### config.mk
export PLATFORM = sky130hd
export DESIGN_NAME = q_operand_dispatcher
export DESIGN_NICKNAME = d
export VERILOG_FILES = /design/src/rtl/q_operand_dispatcher.sv
export SDC_FILE = /design/constraint.sdc
export NUM_CORES = 1
export LEC_CHECK = 0
export CAP_MARGIN = 30
export CORE_MARGIN = 2
export CORE_UTILIZATION = 50
export DETAILED_ROUTE_END_ITERATION = 10
export PLACE_DENSITY = 0.78
export SLEW_MARGIN = 20
export SYNTH_ARGS = -nofsm -noshare
export SYNTH_HDL_FRONTEND = slang
export SYNTH_SLANG_ARGS = --single-unit
### constraint.sdc
create_clock -name aclk -period 12.35 [get_ports aclk]
set_input_delay 1.235 -clock aclk [delete_from_list [all_inputs] [get_ports aclk]]
set_output_delay 1.235 -clock aclk [all_outputs]
set_load 0.005 [all_outputs]
### src/rtl/q_operand_dispatcher.sv
// Snapshots NUM_OPS operands on a start edge, issues each on its own valid/ready channel,
// then collects one result (with optional timeout). One extra request can be queued while busy.
module q_operand_dispatcher #(
    parameter int DATA_W      = 32,
    parameter int NUM_OPS     = 4,
    parameter int TIMEOUT_CYC = 1024
) (
    input  logic                      aclk,
    input  logic                      areset,
    input  logic [NUM_OPS*DATA_W-1:0] op_data,
    input  logic                      start,
    output logic [NUM_OPS-1:0]        m_op_tvalid,
    output logic [NUM_OPS*DATA_W-1:0] m_op_tdata,
    input  logic [NUM_OPS-1:0]        m_op_tready,
    input  logic [DATA_W-1:0]         s_res_tdata,
    input  logic                      s_res_tvalid,
    output logic                      s_res_tready,
    output logic [DATA_W-1:0]         result,
    output logic                      result_valid,
    output logic                      busy,
    output logic                      overrun,
    output logic                      timeout_err
);

    localparam int CNT_W = (TIMEOUT_CYC > 0) ? $clog2(TIMEOUT_CYC + 1) : 1;

    typedef enum logic [1:0] {
        IDLE     = 2'd0,
        ISSUE    = 2'd1,
        WAIT_RES = 2'd2
    } state_t;

    state_t                      state_q, state_d;
    logic                        start_dly_q;
    logic [NUM_OPS-1:0]          tvalid_q, tvalid_d;
    logic [NUM_OPS-1:0]          done_q, done_d;
    logic [NUM_OPS*DATA_W-1:0]   act_q, act_d;
    logic [NUM_OPS*DATA_W-1:0]   pend_q, pend_d;
    logic                        pend_vld_q, pend_vld_d;
    logic [CNT_W-1:0]            cnt_q, cnt_d;
    logic [DATA_W-1:0]           result_q, result_d;
    logic                        result_vld_q, result_vld_d;
    logic                        overrun_q, overrun_d;
    logic                        tmo_q, tmo_d;

    logic                        start_edge;
    logic [NUM_OPS-1:0]          hs;
    logic                        tmo_hit;
    logic                        launch;
    logic [NUM_OPS*DATA_W-1:0]   launch_dat;

    assign start_edge = start & ~start_dly_q;
    assign hs         = tvalid_q & m_op_tready;
    assign tmo_hit    = (TIMEOUT_CYC != 0) && (cnt_q == CNT_W'(TIMEOUT_CYC));

    always_comb begin
        state_d      = state_q;
        tvalid_d     = tvalid_q;
        done_d       = done_q;
        act_d        = act_q;
        pend_d       = pend_q;
        pend_vld_d   = pend_vld_q;
        cnt_d        = cnt_q;
        result_d     = result_q;
        result_vld_d = 1'b0;
        overrun_d    = 1'b0;
        tmo_d        = 1'b0;
        launch       = 1'b0;
        launch_dat   = op_data;

        case (state_q)
            IDLE: begin
                // A request queued on the very cycle WAIT_RES ended is launched from here.
                if (pend_vld_q) begin
                    launch     = 1'b1;
                    launch_dat = pend_q;
                    pend_vld_d = 1'b0;
                end
            end
            ISSUE: begin
                tvalid_d = tvalid_q & ~hs;
                done_d   = done_q | hs;
                if (&(done_q | hs)) begin
                    state_d = WAIT_RES;
                end
            end
            WAIT_RES: begin
                cnt_d = cnt_q + CNT_W'(1);
                if (s_res_tvalid || tmo_hit) begin
                    cnt_d = '0;
                    if (s_res_tvalid) begin
                        result_d     = s_res_tdata;
                        result_vld_d = 1'b1;
                    end else begin
                        tmo_d = 1'b1;
                    end
                    if (pend_vld_q) begin
                        launch     = 1'b1;
                        launch_dat = pend_q;
                        pend_vld_d = 1'b0;
                    end else begin
                        state_d = IDLE;
                    end
                end
            end
            default: state_d = IDLE;
        endcase

        // Pending occupancy is judged on the registered value, so a slot freed this cycle is not reused.
        if (start_edge) begin
            if (state_q == IDLE && !pend_vld_q) begin
                launch     = 1'b1;
                launch_dat = op_data;
            end else if (!pend_vld_q) begin
                pend_d     = op_data;
                pend_vld_d = 1'b1;
            end else begin
                overrun_d = 1'b1;
            end
        end

        if (launch) begin
            act_d    = launch_dat;
            tvalid_d = '1;
            done_d   = '0;
            state_d  = ISSUE;
        end
    end

    always_ff @(posedge aclk or posedge areset) begin
        if (areset) begin
            state_q      <= IDLE;
            start_dly_q  <= 1'b0;
            tvalid_q     <= '0;
            done_q       <= '0;
            act_q        <= '0;
            pend_q       <= '0;
            pend_vld_q   <= 1'b0;
            cnt_q        <= '0;
            result_q     <= '0;
            result_vld_q <= 1'b0;
            overrun_q    <= 1'b0;
            tmo_q        <= 1'b0;
        end else begin
            state_q      <= state_d;
            start_dly_q  <= start;
            tvalid_q     <= tvalid_d;
            done_q       <= done_d;
            act_q        <= act_d;
            pend_q       <= pend_d;
            pend_vld_q   <= pend_vld_d;
            cnt_q        <= cnt_d;
            result_q     <= result_d;
            result_vld_q <= result_vld_d;
            overrun_q    <= overrun_d;
            tmo_q        <= tmo_d;
        end
    end

    assign m_op_tvalid  = tvalid_q;
    assign m_op_tdata   = act_q;
    assign s_res_tready = (state_q == WAIT_RES);
    assign busy         = (state_q != IDLE);
    assign result       = result_q;
    assign result_valid = result_vld_q;
    assign overrun      = overrun_q;
    assign timeout_err  = tmo_q;

endmodule

Yosys cells after proc, flatten, opt, wreduce, memory -nomap -nowiden
Cells that the tools add are included.
- $add $sub $neg: 1
- eq/ne operators: 7
- multiplexer cells: 33
- bitwise operators: 7
- reduce and logical (&&, ||, !) cells: 10
- operators with widths (cell ; count):
    $mux W128 ; 4
    $pmux W128 S2 ; 1
    $mux W1 ; 16
    $mux W4 ; 4
    $add A11 B1 Y11 const B ; 1
    $eq A11 B11 Y1 const B ; 1
    $mux W11 ; 1
    $and A4 B4 Y4 ; 2
    $mux W2 ; 4
    $reduce_and A4 Y1 ; 2
    $pmux W2 S3 ; 1
    $not A4 Y4 ; 1
    $or A4 B4 Y4 ; 1
    $pmux W1 S2 ; 2
    $reduce_bool A2 Y1 ; 2
    $ne A3 B1 Y1 const B ; 1
    $ne A3 B2 Y1 const B ; 1
    $ne A3 B3 Y1 const B ; 1
    $reduce_and A3 Y1 ; 1
    $eq A2 B1 Y1 const B ; 1
    $eq A2 B2 Y1 const B ; 1
    $logic_not A2 Y1 ; 1
    $ne A2 B2 Y1 const B ; 1
    $not A1 Y1 ; 2
    other kinds (5) ; 5
- flip-flop bits (word level): 314
- input bits: 168
- word-level logic and storage cells: 70

Longest topological paths before layout
Gate-level depths: netlist of run 1.
- word-level depth: 8
- mapped depth: 8
- mapped depth without buffers: 6

Worst setup path before layout of run 1
OpenSTA, ideal clock, no wires.
- path type: in2reg
- start: input port start
- end: register act_q[100], in the netlist m_op_tdata[100]
- library setup time: 0.078 ns
- arrival: 2.526 ns
- setup slack: 9.746 ns
- stages on the path: 6
- buffers on the path: 2
- path through: nand2b_1 nor4_2 clkbuf_1 clkbuf_1 a22oi_1 o2bb2ai_1
- word-level cells in the longest chain between the ends: 2
- elaborated cells between the ends (all ways): 3
- classes of those cells: 2 x mux; 1 x bitwise
- ends and longest elaborated chain (item ; RTL line ; RTL):
    start: declaration ; 11 ; input logic start,
    $and A1 B1 Y1 (*) ; 52 ; assign start_edge = start & ~start_dly_q;
    $mux W128 or $mux W1 (tied branches) ; 110 ; if (start_edge) begin
    end signal: assignment ; 149 ; act_q <= act_d;
    end: declaration ; 37 ; logic [NUM_OPS*DATA_W-1:0] act_q, act_d;
Every way passes the cells marked *; elsewhere a longest branch is shown, timed or not.
A chain may end at the register's enable or synchronous reset.

Final worst setup path of run 1
- start: register state_q[0]
- end: output port s_res_tready
- word-level cells in the longest chain between the ends: 1
- ends and longest elaborated chain (item ; RTL line ; RTL):
    start: declaration ; 33 ; state_t state_q, state_d;
    start signal: assignment ; 145 ; state_q <= state_d;
    $eq A2 B2 Y1 ; 162 ; assign s_res_tready = (state_q == WAIT_RES);
    end: declaration ; 17 ; output logic s_res_tready,
Every way passes these cells.

==> flow_summary.yaml, run 1 <==
cells_and_area:
  final_common_cell: "clkdlybuf4s50_1"
  final_area_sq_um: 18800
  area_delta_synth_final_pct: 35.2
  n_antenna_cell: 0
  utilization: 0.692
  fillers: 1973
  seqCellArea_sq_um: 7860
  layout.nets: 1600
  drive_gt1_frac: 0.207
  layout_common_cells: "336 x clkdlybuf4s50_1, 312 x dfrtp_1, 213 x mux2_2, 77 x a21oi_1, 65 x inv_1"
  multiInputGateArea_sq_um: 5370
global_route:
  grt_pass1_wl_um: 59500
  busiest_layer: "met2"
  first_global_vias: 11100
  antenna_found_initial: 0
  overflow: 0
  globalRouteMet2Util: 0.412
  grt_max_degree: 103
  use_met1: 0.324
  grtUsageTotal: 0.256
  grt_use_met3: 0.0844
logic_synthesis:
  synth_adder_area_share: 0.00180
  synthArstFlopShare: 1.00
  syn_area_per_cell_sq_um: 12.2
  synth_xor_area_frac: 0.00505
  synth_top_family_by_area: "multiplexers"
  syn_inst: 1137
  synth-seq-cells: 314
  synth_fp_nets: 1307
  ys_types: 39
  ys_seq_area_frac: 0.566
  synth-simple-area-share: 0.0552
  synthMuxAreaShare: 0.175
  synth_compound_area_frac: 0.147
  synth-edff-count: 0
  synthFlopType: "dfrtp_1"
  synth_warnings: 0
  synthesis.area_sq_um: 13900
place:
  hpwl_um: 22900
  placed_area_sq_um: 17500
  gp_congestion: 0.795
  io_buffer_count: 336
critical_path:
  r2r_cells: 7
  crit_type: "reg -> out"
  cp_max_fo: 64
  cp.arrival_ps: 2400
  slowest_delay_ps: 630
  critPathBufInv: 3
  rrSetupSlack_ps: 9020
  reg2reg_to: "m_op_tdata[123]"
  cp-endpoint: "s_res_tready"
  crit_required_ps: 11110
  end_kind: "primary output"
  rr_startpoint: "state_q[0]"
  crit_family: "buffers and inverters"
  slowest_stage: "buf_4"
  crit_start: "state_q[0]"
  cp-start-kind: "register"
  worstPathCellList: "buf_4 -> nand2b_1 -> inv_2 -> clkdlybuf4s50_1"
  crit_cells: 4
floorplan:
  pin_count: 337
  fp.dieW_um: 171
  dieArea_sq_um: 29100
  start_util: 0.512
  row_count: 60
  die_h_um: 171
  coreArea_sq_um: 27100
pwr:
  irDropWorstVdd_mv: 0.155
  switching_share: 0.312
  p_clk_frac: 0.228
  internal_power_mw: 3.24
  p_switching_mw: 1.47
  p_leak_nw: 7.80
  power.density_nw_per_um2: 251
  p_comb_frac: 0.385
  seqPwrFrac: 0.387
cts:
  clkTransAtPathRegs_ps: 60
  clock_path_buffers: 3
  cts_hold_buf: 0
  postCtsSetupRepairBufs: 0
  numCtsBuffers: 36
  clock_sinks: 314
  cts-root-buf: "clkbuf_16"
  cts_resized: 0
  cts_tree: "done"
  clkLatencyLatePin_ps: 500
  htree_levels: 2
sta:
  fin_crit_sh: 0.294
  setup_viol: 0
  setup-tns-final_ps: 0
  timing.fmax_mhz: 275
  rsz0062_at_grt: "false"
  finalHoldViolCount: 0
  slew_viol_final: 0
  fin_crit_ps: 3640
  slew_headroom: 0.308
  worst_clock_skew_ps: 14.4
  worstMarginPinSlew_ps: 1040
detailed_routing:
  wire_per_inst_um: 20.8
  viasPerCell: 5.88
  dr.pass1.iters: 5
  antenna_left: 0
  drc: 0
  via_count: 10700
  wl_um: 38000
  drt-initial-drc-count: 836
hold_path:
  min-delay-path-class: "reg -> reg"
  hp-start: "result[30]"
job:
  cap_violations: 0
status:
  status: "finished clean"
==> routing by layer <==
metal	part of all wire	wire length (um)
met1	0.40	15100
met2	0.48	18100
met3	0.089	3380
met4	0.037	1390
met5	0	0
==> cell usage after synthesis, types with 17 or more instances <==
cell type,count,area (sq um)
nor2_1,32,120
a22oi_1,56,420
clkbuf_1,67,251
dfrtp_1,314,7860
a31oi_1,17,106
buf_2,27,135
o32ai_1,60,526
nand2_1,22,82.6
inv_1,66,248
mux2_2,213,2400
o2bb2ai_1,56,490
a21oi_1,78,390
nor4_1,59,369
==> per-stage QoR <==
stage | instances | worst slack (ps) | hold slack, ps | power [mW]
after global placement | 1760 | 8220 | 472 | 3.56
after floorplan | 1137 | 2430 | 463 | 2.77
after global routing | 1824 | 8570 | 502 | 4.98
after CTS | 1821 | 8670 | 494 | 4.74
final | 1824 | 8710 | 486 | 4.71
after detailed placement | 1761 | 8200 | 473 | 3.64
==> power groups by stage <==
stage	combinational (mW)	sequential [mW]	clock [mW]
after floorplan	0.999	1.78	0
after global placement	1.76	1.80	0
after detailed placement	1.81	1.82	0
after CTS	1.82	1.82	1.09
after global routing	1.97	1.88	1.13
final	1.81	1.83	1.07
==> registers in the layout, summed over array words and instances (netlist names) <==
name,cells
pend_q,128
m_op_tvalid,4
overrun,1
done_q,4
timeout_err,1
result_valid,1
start_dly_q,1
m_op_tdata,128
state_q,2
pend_vld_q,1
result,32
cnt_q,11
==> how the worst min path moves through the flow <==
stage | end | cells past startpoint | slack, ps
2_1_floorplan | done_q[0] | 2 | 460
3_3_place_gp | m_op_tdata[78] | 1 | 470
3_5_place_dp | m_op_tdata[70] | 1 | 470
4_1_cts | result[30] | 1 | 490
5_1_grt | m_op_tdata[88] | 1 | 500
6_report | result[30] | 1 | 490
==> kinds of logic (layout without fill, tap and decap cells) <==
family                     count (synthesis)  in the layout
muxes                                    216            216
adders and majority gates                  2              2
xor gates and xnor gates                   8              8
DFF                                      314            314
buffers and inverters                    171            486
AOI/OAI and AO/OA                        285            285
and+or+nand+nor                          141            141
==> area by class of cell <==
class,instances,share of cell area
inverter,68,0.0140
sequential,314,0.419
tap,372,0.0248
multi-input combinational,652,0.287
timing repair buffer,358,0.192
clock inverter,6,0.00581
clock buffer,54,0.0576
Note: power is estimated with default switching activity, not from simulation.
==> run 2, diff against run 1 <==
clock period = 3.4 ns   (was 12.35 ns; I/O delays follow)
==> flow_summary.yaml, run 2 (synthesized netlist as in run 1, its figures left out) <==
global_route:
  first_global_vias: 10900
  overflow: 0
  grt_pass1_wl_um: 59300
  antenna_found_initial: 1
  grtUsageTotal: 0.256
  grt_max_degree: 85
floorplan:
  die_h_um: 171
  fp.dieW_um: 171
  dieArea_sq_um: 29100
  coreArea_sq_um: 27100
  start_util: 0.512
  pin_count: 337
  row_count: 60
critical_path:
  cp-start-kind: "register"
  reg2reg_to: "m_op_tdata[59]"
  end_kind: "register"
  crit_required_ps: 3760
  rr_startpoint: "state_q[0]"
  r2r_cells: 6
  cp.arrival_ps: 2820
  crit_type: "reg -> reg"
  crit_start: "state_q[0]"
  cp_max_fo: 84
  rrSetupSlack_ps: 940
detailed_routing:
  drt-initial-drc-count: 848
  dr.pass1.iters: 7
  drc: 0
  viasPerCell: 5.84
  via_count: 10700
  wl_um: 37500
  wire_per_inst_um: 20.4
  antenna_left: 0
cts:
  cts_hold_buf: 0
  cts_tree: "done"
  clkTransAtPathRegs_ps: 60
  cts_resized: 0
  clock_path_buffers: 3
  cts-root-buf: "clkbuf_16"
  clkLatencyLatePin_ps: 520
  clock_sinks: 314
  numCtsBuffers: 36
  htree_levels: 2
  postCtsSetupRepairBufs: 0
cells_and_area:
  fillers: 1935
  final_common_cell: "clkdlybuf4s50_1"
  drive_gt1_frac: 0.214
  layout.nets: 1609
  n_antenna_cell: 0
  layout_common_cells: "336 x clkdlybuf4s50_1, 312 x dfrtp_1, 213 x mux2_2, 77 x a21oi_1, 65 x inv_1"
  area_delta_synth_final_pct: 36.1
hold_path:
  min-delay-path-class: "in -> async"
sta:
  slew_headroom: 0.423
  worst_clock_skew_ps: 22.4
  rsz0062_at_grt: "false"
  timing.fmax_mhz: 406
  worstMarginPinSlew_ps: 865
  slew_viol_final: 0
  fin_crit_ps: 2460
  setup_viol: 0
  fin_crit_sh: 0.724
  finalHoldViolCount: 0
  worst_slack_ps: 939
  hold_slack_ps: 325
place:
  hpwl_um: 23900
  post-place-ws_ps: 974
  gp_congestion: 0.815
  io_buffer_count: 336
job:
  cap_violations: 0
pwr:
  power.density_nw_per_um2: 901
  p_leak_nw: 7.86
  irDropWorstVdd_mv: 0.587
status:
  status: "finished clean"
run 2: changes by cell type in the layout (fill, tap and decap cells not counted), sizes merged:
cell      before  now
buf           22   31
bufinv         3    1
clkbuf        54   53
clkinv         3    9
clkinvlp       0    1
inv           68   67
run 2: per-layer routing:
layer	wire (um)	GRT usage
met5	13	0
met4	1210	0.0873
met3	3120	0.0710
met2	17700	0.409
met1	15400	0.338
run 2: power by group:
part	total (mW)	internal, mW	switching, mW
sequential	6.74	5.54	1.20
combinational	6.48	3.86	2.62
clock	3.78	2.28	1.50
run 2: layout make-up:
cell class              count  area, sq um  area share
clock inverters            10         78.8     0.00417
multi-input cells         652         5370       0.285
inverters                  68          259      0.0137
flip-flops and latches    314         7860       0.416
well taps                 372          465      0.0247
clock buffers              53         1090      0.0575
repair buffers            367         3760       0.199
run 2: through the flow:
step / TNS, ps / power (mW) / cells / area (sq um) / utilization
global placement: 0 / 13.0 / 1773 / 17700 / 0.654
global route: 0 / 18.0 / 1836 / 18900 / 0.697
CTS: 0 / 17.1 / 1836 / 18900 / 0.697
floorplan: -352580 / 10.1 / 1137 / 13900 / -
detailed placement: 0 / 13.3 / 1773 / 17700 / 0.654
finish: 0 / 17.0 / 1836 / 18900 / 0.697
run 2: critical path: stages, from the launching register on:
cell	delay, ps
dfrtp_2	680
buf_4	520
nor2_4	40
buf_4	240
a21oi_4	190
buf_12	300
a21oi_1	170
run 2: worst max-delay path by stage:
stage	end	slack, ps
2_1_floorplan	cnt_q[0]	-1120
3_3_place_gp	m_op_tdata[118]	1030
3_5_place_dp	m_op_tdata[49]	970
4_1_cts	s_res_tready	940
5_1_grt	m_op_tdata[49]	830
6_report	m_op_tdata[59]	940
==> run 3, diff against run 2 <==
clock period = 2.5 ns   (was 3.4 ns; I/O delays follow)
==> flow_summary.yaml, run 3 (synthesized netlist as in run 1, its figures left out) <==
place:
  placed_area_sq_um: 17800
  hpwl_um: 24300
  io_buffer_count: 336
  gp_congestion: 0.827
  dp_cells: 1778
pwr:
  power.density_nw_per_um2: 1230
  p_total_mw: 23.3
  p_leak_nw: 7.89
  irDropWorstVdd_mv: 0.658
sta:
  slew_viol_final: 0
  worst_clock_skew_ps: 17.3
  rsz0062_at_grt: "false"
  timing.fmax_mhz: 439
  slew_headroom: 0.552
  finalHoldViolCount: 0
  fin_crit_sh: 0.911
  fin_crit_ps: 2280
  worstMarginPinSlew_ps: 672
  hold_slack_ps: 195
  setup_viol: 0
cts:
  postCtsSetupRepairBufs: 0
  htree_levels: 2
  clkLatencyLatePin_ps: 510
  cts_hold_buf: 0
  clock_path_buffers: 3
  cts-root-buf: "clkbuf_16"
  clkTransAtPathRegs_ps: 60
  clock_sinks: 314
  cts_resized: 0
  cts_tree: "done"
  numCtsBuffers: 34
critical_path:
  cp.arrival_ps: 2660
  crit_family: "compound AO/OA/AOI/OAI gates"
  worstPathCellList: "or4_1 -> o31a_2 -> buf_12 -> buf_4 -> o32ai_1 -> a21oi_1"
  slowest_delay_ps: 600
  critPathBufInv: 2
  crit_cells: 6
  slowest_stage: "or4_1"
  cp-start-kind: "register"
  end_kind: "register"
  r2r_cells: 6
  crit_required_ps: 2880
  crit_type: "reg -> reg"
  cp_max_fo: 56
cells_and_area:
  final_common_cell: "clkdlybuf4s50_1"
  layout.nets: 1612
  utilization: 0.699
  final_area_sq_um: 18900
  fin_cells: 1838
  n_antenna_cell: 0
  drive_gt1_frac: 0.217
  area_delta_synth_final_pct: 36.5
  layout_common_cells: "336 x clkdlybuf4s50_1, 312 x dfrtp_1, 213 x mux2_2, 77 x a21oi_1, 65 x inv_1"
status:
  status: "finished clean"
floorplan:
  coreArea_sq_um: 27100
  start_util: 0.512
  pin_count: 337
  die_h_um: 171
  fp.dieW_um: 171
  dieArea_sq_um: 29100
  row_count: 60
global_route:
  overflow: 0
  grt_max_degree: 107
  antenna_found_initial: 1
  grtUsageTotal: 0.265
  first_global_vias: 11400
  grt_pass1_wl_um: 61400
detailed_routing:
  drc: 0
  drt-initial-drc-count: 898
  wl_um: 38900
  dr.pass1.iters: 5
  viasPerCell: 5.94
  antenna_left: 0
  via_count: 10900
  wire_per_inst_um: 21.1
job:
  cap_violations: 0
hold_path:
  min-delay-path-class: "in -> async"
[run 3: changes by cell type in the layout (fill, tap and decap cells not counted)]
| cell | change |
|---|---|
| clkbuf_8 | -3 |
| buf_12 | +4 |
| inv_6 | +1 |
| clkbuf_1 | -2 |
| clkinv_2 | +1 |
| bufinv_16 | +2 |
| clkbuf_16 | -2 |
| buf_4 | +1 |
[run 3: area by class of cell]
class | instances | area [sq um]
flip-flops and latches | 314 | 7860
inverters | 68 | 259
fillers | 1894 | 8160
clock inverters | 14 | 153
clock buffers | 46 | 987
well taps | 372 | 465
repair buffers | 372 | 3850
multi-input cells | 652 | 5370
[run 3: path summary, 6_finish.rpt]
kind	start	endpoint	slack, ps
setup / recovery	cnt_q[7]	m_op_tdata[17]	220
hold / removal	areset	result[24]	200
setup reg to reg	cnt_q[7]	m_op_tdata[17]	220
hold reg to reg	m_op_tdata[88]	m_op_tdata[88]	490
max in group asynchronous	areset	m_op_tdata[120]	1580
min in group aclk	start	start_dly_q	300
[run 3: per-stage QoR]
step / setup TNS (ps) / worst slack (ps)
after detailed placement: 0 / 258
final: 0 / 223
after CTS: 0 / 238
after global placement: 0 / 285
after global routing: 0 / 67.8
after floorplan: -606920 / -1930
[run 3: tightest hold or removal path: stages]
cell and delay, ps:
clkdlybuf4s50_1 450, clkinvlp_4 120, buf_4 240
[run 3: layer usage]
metal | vias to the layer above | wire [um] | track usage
met5 | - | 13 | 0
met4 | 2 | 1160 | 0.0829
met3 | 79 | 3320 | 0.0766
met2 | 437 | 19000 | 0.438
met1 | 5565 | 15400 | 0.338
li1 | 4836 | - | -
[run 3: report_power, final]
part	internal, mW	switching [mW]	leakage [nW]	total (mW)
clock	3.08	2.01	0.573	5.09
combinational	5.35	3.75	3.56	9.11
sequential	7.54	1.57	3.75	9.11
total	16.0	7.33	7.89	23.3
==> RTL change 1, RTL diff (flow settings as in run 2) <==
`TIMEOUT_CYC`: 1024 -> 2048.
--- a/src/rtl/q_operand_dispatcher.sv
+++ b/src/rtl/q_operand_dispatcher.sv
@@ -3,7 +3,7 @@
 module q_operand_dispatcher #(
     parameter int DATA_W      = 32,
     parameter int NUM_OPS     = 4,
-    parameter int TIMEOUT_CYC = 1024
+    parameter int TIMEOUT_CYC = 2048
 ) (
     input  logic                      aclk,
     input  logic                      areset,
Function: no difference found for any inputs over 4 cycles, from zero or initial values and one cycle with areset high; that may be too few to reach the edited logic, so the function may still have changed.
==> RTL change 1 against run 2 <==
Cell area decreased by 2.6%. Synthesized area decreased by 1.9%. Sequential share of layout area grew 1.3 points. Routed wire length down 2.7%. Sequential cell count grew 1. Cell count shrank 10%. Total power up 10%. Setup slack worse by 90 ps. Clock skew shrank 9.1 ps.
==> RTL change 1: results (changes against run 2) <==
| Metric | Value |
|---|---|
| Pin count of the biggest net entering global routing | `86 (was 85)` |
| Compound-Gate Fraction of Synth Area | `18.99% (was 14.73%)` |
| Post-synth top cells | `315 x dfrtp_1, 172 x mux2_2, 79 x a2bb2oi_1 (was 314 x dfrtp_1, 213 x mux2_2, 78 x a21oi_1)` |
| Total Routing Usage GR | `24.99% (was 25.57%)` |
| Worst-Margin Slew | `817.3 ps (was 865.3 ps)` |
| Wire length of the first global-routing pass | `57340 um (was 59330 um)` |
| Clk root buf | `clkbuf_16 (unchanged)` |
| Routability congestion estimate | `0.8020 (was 0.8153)` |
| Data buffer area share | `19.62% (was 19.91%)` |
| Number of multi-input logic gates | `563 (was 652)` |
| Clock-cell share of area | `6.185% (was 6.170%)` |
| XOR/XNOR share of the synthesized area | `0.3862% (was 0.5051%)` |
| Antenna diode count | `0 (unchanged)` |
| Synth top area cells | `dfrtp_1 58%, mux2_2 14%, o221a_2 5.3% (was dfrtp_1 57%, mux2_2 17%, o32ai_1 3.8%)` |
| Share of layout cells above drive strength 1 | `24.85% (was 21.45%)` |
| Critical Path AT | `2210 ps (was 2820 ps)` |
| Fill count | `1913 (was 1935)` |
| GR Util met2 | `39.93% (was 40.86%)` |
| Fin cells | `1653 (was 1836)` |
| Post-Synth Adder-Cell Area | `0.1839% (was 0.1804%)` |
| Vias per Instance | `6.084 (was 5.836)` |
| Sequential cell count | `315 (was 314)` |
| Met1 Use GR | `34.94% (was 33.76%)` |
| Post-Place Cell Area | `17250 um2 (was 17720 um2)` |
| Syn Area/Cell | `13.79 um2 (was 12.20 um2)` |
| Multi-input combinational cell area | `5254 um2 (was 5373 um2)` |
| WL/cell | `22.06 um (was 20.40 um)` |
| Status | `finished clean (unchanged)` |
| CTS Buf Count | `34 (was 36)` |
| Non-clk bufs | `357 (was 367)` |
| Syn Nets | `1157 (was 1307)` |
| Mux share of post-synthesis cell area | `14.23% (was 17.53%)` |
| DR pass1 iterations | `5 (was 7)` |
| # clk buffers | `50 (was 53)` |
| Worst path max stage delay | `620 ps (was 680 ps)` |
| Leak | `7.504 nW (was 7.861 nW)` |
| DRT iter0 DRCs | `742 (was 848)` |
| Layout area overhead | `35.13% (was 36.09%)` |
| Top Layer Used | `met4 (was met5)` |
| Nets | `1460 (was 1609)` |
| Slowest cell on the critical path | `dfrtp_4 (was dfrtp_2)` |
| Inverters, non-clock | `19 (was 68)` |
| Netlist cell types | `40 (was 39)` |
| Final Skew | `13.28 ps (was 22.41 ps)` |
| Met2 Wirelength | `17400 um (was 17740 um)` |
| Tap Count | `341 (was 372)` |
| Placed cell count | `1595 (was 1773)` |
| GRT met3 Usage | `6.126% (was 7.102%)` |
| Seq/Total Area, Yosys | `57.93% (was 56.64%)` |
| Critical path fanouts, max | `25 (was 84)` |
| Register Area | `7888 um2 (was 7860 um2)` |
[RTL change 1: changes by cell type in the layout (fill, tap and decap cells not counted), sizes merged, moves of 56 or more]
cell,run 2,this run
a22oi,56,0
o221a,0,94
a221oi,0,75
a21oi,78,8
o2bb2ai,56,0
o32ai,60,0
a2bb2oi,0,79
nor4,60,3
[RTL change 1: final timing paths]
kind	start	slack [ps]	depth (start not counted)	endpoint
hold / removal	areset	270	2	pend_q[73]
hold reg to reg	result[1]	500	1	result[1]
setup / recovery	state_q[0]	850	3	s_res_tready
min in group aclk	start	310	1	start_dly_q
max in group asynchronous	areset	2190	3	pend_vld_q
setup reg to reg	cnt_q[0]	950	7	m_op_tdata[127]
[RTL change 1: power by group]
part / switching (mW) / internal, mW
clock network: 1.48 / 2.28
logic: 3.09 / 4.80
registers: 1.40 / 5.67
total: 5.97 / 12.7
==> RTL change 2, RTL diff (flow settings as in run 2) <==
Without the edit above. Encoding of `state_t`: now one-hot (3 bits for 3 states).
--- a/src/rtl/q_operand_dispatcher.sv
+++ b/src/rtl/q_operand_dispatcher.sv
@@ -24,10 +24,10 @@
 
     localparam int CNT_W = (TIMEOUT_CYC > 0) ? $clog2(TIMEOUT_CYC + 1) : 1;
 
-    typedef enum logic [1:0] {
-        IDLE     = 2'd0,
-        ISSUE    = 2'd1,
-        WAIT_RES = 2'd2
+    typedef enum logic [2:0] {
+        IDLE     = 3'b001,
+        ISSUE    = 3'b010,
+        WAIT_RES = 3'b100
     } state_t;
 
     state_t                      state_q, state_d;
Behaviour: no difference found for any inputs over 4 cycles, from zero or initial values and one cycle with areset high; so few cycles prove little.
==> RTL change 2 against run 2 <==
Clock skew decreased by 9.9 ps. Core utilization decreased by 0.89 points. Synthesized area increased by 2.6%. Clock power increased by 2%. Cell area increased by 1.8%. Non-clock buffer count decreased by 12. Fmax decreased by 8.5%. Total power decreased by 1.7%. Sequential cell count increased by 1. Setup slack got worse by 230 ps. Routed wire length decreased by 17%. Largest power group is now combinational logic. Highest routed layer unchanged.
==> RTL change 2: results (changes against run 2) <==
| Metric | Value |
|---|---|
| Placed cell count | `1547 (was 1773)` |
| Fin cells | `1610 (was 1836)` |
| FF-to-FF End | `m_op_tdata[65] (was m_op_tdata[59])` |
| Netlist cell types | `37 (was 39)` |
| XOR/XNOR share of the synthesized area | `0.5539% (was 0.5051%)` |
| Final WL | `30970 um (was 37460 um)` |
| Share of layout cells above drive strength 1 | `40.50% (was 21.45%)` |
| Latest clock arrival within the worst-skew pair | `500 ps (was 520 ps)` |
| Nets | `1377 (was 1609)` |
| Post-Synth Adder-Cell Area | `0.1758% (was 0.1804%)` |
| Post-Place Cell Area | `18010 um2 (was 17720 um2)` |
| RR Startpoint | `cnt_q[3] (was state_q[0])` |
| DP HPWL | `20990 um (was 23860 um)` |
| Syn Area/Cell | `16.49 um2 (was 12.20 um2)` |
| Post-synth top cells | `314 x dfrtp_1, 211 x mux2_4, 205 x mux2_2 (was 314 x dfrtp_1, 213 x mux2_2, 78 x a21oi_1)` |
| Final Skew | `12.49 ps (was 22.41 ps)` |
| P_int | `12.25 mW (was 11.69 mW)` |
| Seq/Total Area, Yosys | `55.40% (was 56.64%)` |
| Mux share of post-synthesis cell area | `38.48% (was 17.53%)` |
| VDD IR max | `0.0004467 V (was 0.0005872 V)` |
| Routability congestion estimate | `0.7548 (was 0.8153)` |
| Status | `finished clean (unchanged)` |
| Cell Pwr Density | `870.3 nW/um2 (was 900.6 nW/um2)` |
| Routed vias | `8284 (was 10720)` |
| Syn Nets | `1033 (was 1307)` |
| WHS | `282.2 ps (was 324.9 ps)` |
| Pin count of the biggest net entering global routing | `91 (was 85)` |
| Seq pwr | `6.39 mW (was 6.74 mW)` |
| Critical path fanouts, max | `49 (was 84)` |
| Synth top area cells | `dfrtp_1 55%, mux2_4 22%, mux2_2 16% (was dfrtp_1 57%, mux2_2 17%, o32ai_1 3.8%)` |
| Wire length of the first global-routing pass | `50050 um (was 59330 um)` |
| Via count of the first global-routing pass | `8995 (was 10900)` |
| Place WS | `707.0 ps (was 974.2 ps)` |
| DR pass1 iterations | `4 (was 7)` |
| Critical Path AT | `3070 ps (was 2820 ps)` |
| FF-to-FF path depth | `6 (unchanged)` |
| CTS Buf Count | `36 (unchanged)` |
| Period utilization | `79.10% (was 72.37%)` |
| Fill count | `1913 (was 1935)` |
| Synthesis Warnings | `0 (unchanged)` |
| Leak | `8.668 nW (was 7.861 nW)` |
## RTL change 2: changes by cell type after synthesis, sizes merged, moves of 49 or more
cell / before / now
mux2: 216 / 416
o32ai: 60 / 0
a21oi: 78 / 5
nor4: 60 / 3
a22oi: 56 / 0
inv: 68 / 6
o2bb2ai: 56 / 1
clkbuf: 67 / 18
## RTL change 2: per-layer routing
metal | vias to the layer above | GRT usage, % | wire length, um
li1 | 3769 | - | -
met1 | 4160 | 27.15 | 13070
met2 | 294 | 33.30 | 14340
met3 | 59 | 7.520 | 2827
met4 | 2 | 5.720 | 717
met5 | - | 0 | 14
## RTL change 2: logic make-up (layout without fill, tap and decap cells)
family          count (synthesis)  after routing
mux                           416            416
flops                         315            315
simple gates                   44             44
buf+inv                        56            425
xor+xnor                        9              9
fa+ha+maj                       2              2
compound gates                 21             21
## RTL change 2: critical path, cell delays in order (launching register included)
cell       delay [ps]
dfrtp_1           420
nor4_1            500
a41oi_1           240
nor2_1            260
o2bb2ai_4         320
buf_12            380
mux2_2            380
## RTL change 2: final cells by class
cell class                      instances  area, um2  share of cell area, %
Clock inverter                          7      87.58                 0.4559
Clock buffer                           56       1117                  5.816
Sequential cell                       315       7884                  41.04
Timing Repair Buffer                  355       3616                  18.82
Inverter                                7      31.28                 0.1628
Multi-Input combinational cell        492       6003                  31.25
Tap cell                              378      473.0                  2.462
## RTL change 2: how the worst max path moves through the flow
stage / from / end / cells past startpoint
2_1_floorplan: areset / cnt_q[0] / 1
3_3_place_gp: cnt_q[3] / m_op_tdata[1] / 6
3_5_place_dp: cnt_q[3] / m_op_tdata[1] / 6
4_1_cts: cnt_q[3] / m_op_tdata[1] / 6
5_1_grt: cnt_q[3] / m_op_tdata[59] / 6
6_report: cnt_q[3] / m_op_tdata[65] / 6
